==> config.mk <==
export PLATFORM = sky130hd
export DESIGN_NAME = servo_ramp_ctrl
export DESIGN_NICKNAME = d
export VERILOG_FILES = /design/src/rtl/servo_ramp_ctrl.sv
export SDC_FILE = /design/constraint.sdc
export NUM_CORES = 1
export LEC_CHECK = 0
export BUFFER_PORTS_ARGS = -buffer_cell sky130_fd_sc_hd__buf_4
export CAP_MARGIN = 5
export CORE_MARGIN = 2
export CORE_UTILIZATION = 55
export DETAILED_ROUTE_END_ITERATION = 10
export PLACE_DENSITY = 0.73
export SLEW_MARGIN = 20
export SYNTH_ARGS = -nofsm -noshare
export SYNTH_HDL_FRONTEND = slang
export SYNTH_SLANG_ARGS = --single-unit
==> constraint.sdc <==
create_clock -name clk -period 8.7 [get_ports clk]
set_input_delay 0.87 -clock clk [delete_from_list [all_inputs] [get_ports clk]]
set_output_delay 0.87 -clock clk [all_outputs]
set_load 0.05 [all_outputs]
==> src/rtl/servo_ramp_ctrl.sv <==
// Servo position ramp controller.
// Accepts a target position code, clamps it to the legal travel range, and
// walks the PWM data word toward it by at most STEP_SIZE once every
// STEP_CYCLES clocks. Dropping arm disables the drive and freezes the position
// where it stands.
module servo_ramp_ctrl #(
  parameter int STEP_CYCLES = 1_000_000,
  parameter int STEP_SIZE   = 1,
  parameter int POS_MIN     = 25,
  parameter int POS_MAX     = 125,
  parameter int POS_INIT    = 75
) (
  input  logic        clk,
  input  logic        rst,
  input  logic        arm,
  input  logic        cmd_valid,
  input  logic [15:0] cmd_pos,
  output logic        cmd_ready,
  output logic [15:0] data,
  output logic        en,
  output logic        busy,
  output logic        done
);

  localparam int TMR_W = (STEP_CYCLES > 1) ? $clog2(STEP_CYCLES) : 1;
  localparam logic [TMR_W-1:0] TICK_AT = TMR_W'(STEP_CYCLES - 1);

  localparam logic [15:0]        P_MIN  = 16'(POS_MIN);
  localparam logic [15:0]        P_MAX  = 16'(POS_MAX);
  localparam logic [15:0]        P_INIT = 16'(POS_INIT);
  localparam logic [15:0]        STEP_U = 16'(STEP_SIZE);
  localparam logic signed [16:0] STEP_S = 17'(STEP_SIZE);

  typedef enum logic [1:0] {
    DISABLED = 2'd0,
    IDLE     = 2'd1,
    MOVE     = 2'd2
  } state_t;

  state_t            state, state_nxt;
  logic [15:0]       pos, pos_nxt;
  logic [15:0]       target, target_nxt;
  logic [TMR_W-1:0]  timer, timer_nxt;
  logic              done_nxt;
  logic              tick;
  logic [15:0]       cmd_clamped;
  logic [15:0]       pos_stepped;

  // Limit a requested code to the mechanical travel range.
  function automatic logic [15:0] clamp_pos(input logic [15:0] p);
    if (p < P_MIN)
      return P_MIN;
    else if (p > P_MAX)
      return P_MAX;
    else
      return p;
  endfunction

  // One step toward the target, never past it. The difference is taken as a
  // 17-bit signed value so both directions are handled without wrap-around.
  function automatic logic [15:0] step_toward(input logic [15:0] cur,
                                              input logic [15:0] tgt);
    logic signed [16:0] diff;
    diff = $signed({1'b0, tgt}) - $signed({1'b0, cur});
    if (diff >= STEP_S)
      return cur + STEP_U;
    else if (diff <= -STEP_S)
      return cur - STEP_U;
    else
      return tgt;
  endfunction

  assign cmd_ready   = (state == IDLE);
  assign data        = pos;
  assign tick        = (timer == TICK_AT);
  assign cmd_clamped = clamp_pos(cmd_pos);
  assign pos_stepped = step_toward(pos, target);

  // Next-state, target, position and step-timer decisions; arm dominates.
  always_comb begin
    state_nxt  = state;
    pos_nxt    = pos;
    target_nxt = target;
    timer_nxt  = timer;
    done_nxt   = 1'b0;
    case (state)
      DISABLED: begin
        if (arm)
          state_nxt = IDLE;
      end
      IDLE: begin
        if (!arm) begin
          state_nxt  = DISABLED;
          target_nxt = pos;
          timer_nxt  = '0;
        end else if (cmd_valid) begin
          target_nxt = cmd_clamped;
          if (cmd_clamped != pos) begin
            state_nxt = MOVE;
            timer_nxt = '0;
          end else begin
            done_nxt = 1'b1;
          end
        end
      end
      MOVE: begin
        if (!arm) begin
          state_nxt  = DISABLED;
          target_nxt = pos;
          timer_nxt  = '0;
        end else if (tick) begin
          timer_nxt = '0;
          pos_nxt   = pos_stepped;
          if (pos_stepped == target) begin
            state_nxt = IDLE;
            done_nxt  = 1'b1;
          end
        end else begin
          timer_nxt = timer + 1'b1;
        end
      end
      default: begin
        state_nxt  = DISABLED;
        target_nxt = pos;
        timer_nxt  = '0;
      end
    endcase
  end

  // State, position and registered status outputs; reset restores mid-travel.
  always_ff @(posedge clk) begin
    if (rst) begin
      state  <= DISABLED;
      pos    <= P_INIT;
      target <= P_INIT;
      timer  <= '0;
      en     <= 1'b0;
      busy   <= 1'b0;
      done   <= 1'b0;
    end else begin
      state  <= state_nxt;
      pos    <= pos_nxt;
      target <= target_nxt;
      timer  <= timer_nxt;
      en     <= (state_nxt != DISABLED);
      busy   <= (state_nxt == MOVE);
      done   <= done_nxt;
    end
  end

endmodule

==> metrics.yaml <==
die_h_um: 107.2
grt_max_degree: 37
wl_per_cell_um: 21.18
synth_top_area_share_pct: 19.50
cts_root_buf: "clkbuf_8"
syn_area_sq_um: 5852
ir_drop_mv: 0.08951
rows: 37
post_cts_buffers: 0
rsz0062_at_grt: "no"
clockBufferDepth: 2
io_pins: 40
cts_num_sinks: 57
port_buffers: 39
die-width_um: 107.2
drive_gt1_share_pct: 8.421
place_hpwl_um: 15690
crit_type: "register to register"
fin_setup_tns_ns: 0
clock_latency_ns: 0.37
antenna_cells: 0
layout_min_cycle_time_ns: 6.965
wirelength_um: 20990
critPathCaptureType: "register"
synth_cell_type_count: 74
synth_seq_area_share_pct: 19.50
power_density_nw_per_um2: 158.4
final_antenna_net_count: 0
synth-edff-count: 0
grt_overflow_total: 0
core_area_sq_um: 10320
min_period_over_period_pct: 80.06
drt-initial-drc-count: 861
min_path_type: "register to register"
startpoint_type: "register"
ctsResizeCount: 0
yosys-top-cells-count: "nor2_1 (100), nand2_1 (90), a21oi_1 (61)"
synth_seq_cells: 57
ys_warn_count: 0
antenna_found_initial: 0
drtPass1Iterations: 5
final_nets: 896
area_growth_pct: 8.061
max_freq_mhz: 143.6
clkTransAtPathRegs_ns: 0.08
drv_slew: 0
hold_buffers: 0
numCtsBuffers: 9
worst_pin_slew_ns: 1.248
die-area_sq_um: 11480
status: "finished, final reports clean"
start_util_pct: 56.68
cp.arrival_ns: 7.22
syn_avg_cell_area_sq_um: 6.868
synth_top_cell_by_area: "dfxtp_1"
cp.required_ns: 8.95
grt_usage_pct: 37.08
syn-num-nets: 898
max_cap_violations: 0
htreeDepth: 3
slew_headroom_pct: 16.50
grt_first_pass_wirelength_um: 33330
synth_async_sr_flop_share_pct: 0
cts_tree: "yes"
grt_pass1_vias: 6310
holdWs_ns: 0.4778
via_per_inst: 6.869
synth_most_common_cell: "nor2_1"
synth_flop_cell: "dfxtp_1"
place.gp.congestion: 1.055
synth_area_leaders: "dfxtp_1 (19%), nor2_1 (6.4%), nand2_1 (5.8%)"
p_leak_nw: 2.410
skew_ns: 0.01869
synth_cells: 852
drc_errors: 0
fill_cells: 986
setup_viol: 0
path_max_fanout: 13
vias: 6807
timing.final.hold_violations: 0
## worst max-delay path, cell delays in order (launching register included)
cell       delay [ns]
dfxtp_1          0.64
inv_1            0.20
ha_1             0.51
and3_1           0.34
and3_4           0.24
o211ai_1         0.15
a311oi_1         0.33
nand3_1          0.33
or3_1            0.50
nor2_1           0.13
ha_1             0.27
nor2_1           0.66
a21oi_1          0.45
a22o_1           0.34
and3_1           0.25
a2111oi_2        0.40
nand4_1          0.27
or4_1            0.59
o31a_1           0.25
## path summary, 6_finish.rpt
| check | from | endpoint | slack, ns | cells past startpoint |
|---|---|---|---|---|
| max reg2reg | data[7]$_SDFFE_PP0P_ | state[1]$_SDFF_PP0_ | 1.73 | 18 |
| min reg2reg | timer[1]$_SDFFE_PP0P_ | timer[1]$_SDFFE_PP0P_ | 0.48 | 2 |
| min | timer[1]$_SDFFE_PP0P_ | timer[1]$_SDFFE_PP0P_ | 0.48 | 2 |
| max | data[7]$_SDFFE_PP0P_ | state[1]$_SDFF_PP0_ | 1.73 | 18 |
## area by class of cell
class / instances / area (sq um) / area share [%]
inverter: 32 / 120.1 / 1.899
clock inverter: 6 / 66.31 / 1.049
sequential: 57 / 1141 / 18.05
multi-input combinational: 709 / 4380 / 69.27
timing repair buffer: 41 / 307.8 / 4.867
clock buffer: 10 / 137.6 / 2.176
tap: 136 / 170.2 / 2.691
## report_power, final
group | internal [mW] | switching [mW] | leakage (nW)
logic | 0.146 | 0.314 | 1.85
registers | 0.266 | 0.00816 | 0.461
clock network | 0.140 | 0.127 | 0.0949
total | 0.553 | 0.449 | 2.41
## through the flow
stage | util (%) | setup slack, ns | power, mW | cells | cell area [sq um]
after floorplan | - | 2.753 | 0.6005 | 852 | 5852
after detailed placement | 59.28 | 2.009 | 0.7203 | 975 | 6120
after CTS | 61.25 | 1.983 | 0.9833 | 991 | 6324
after global placement | 59.28 | 2.100 | 0.7148 | 975 | 6120
after global routing | 61.25 | 1.488 | 1.046 | 991 | 6324
final | 61.25 | 1.735 | 1.002 | 991 | 6324
## state kept, by name (all words and copies together) (netlist names)
name	flops
en	1
timer	20
data	16
state	2
done	1
target	16
busy	1
## metal layers
| metal | vias to the layer above | part of all wire (%) | track usage, % |
|---|---|---|---|
| li1 | 3155 | - | - |
| met1 | 3220 | 41 | 47.14 |
| met2 | 370 | 47 | 62.30 |
| met3 | 62 | 8.4 | 7.112 |
| met4 | 0 | 3.4 | 13.36 |
| met5 | - | 0 | 0 |
## placed cells by master, fill, tap and decap left out, types with 10 or more instances in the layout
cell type	count
and3_1	16
o21ai_0	30
a22oi_1	13
ha_1	25
dfxtp_1	57
a21o_1	14
nand2_1	90
o211ai_1	15
o22ai_1	11
buf_4	41
a211oi_1	18
inv_1	30
nor4_1	20
nor3_1	43
nand2b_1	10
xor2_1	18
or3_1	12
xnor2_1	25
clkbuf_8	10
nand4_1	17
nor2_1	100
nand3_1	43
a21oi_1	61
## kinds of logic (layout without fill, tap and decap cells)
group | Yosys count | count (layout) | share of synthesized area [%]
multiplexers | 4 | 4 | 0.6842
buffers and inverters | 86 | 89 | 5.645
AO/OA/AOI/OAI | 239 | 239 | 28.44
AND/OR/NAND/NOR | 397 | 397 | 33.61
XOR/XNOR | 43 | 43 | 6.436
adder cells (fa/ha/maj) | 26 | 26 | 5.687
flip-flops | 57 | 57 | 19.50
(Power assumes the default switching activity.)
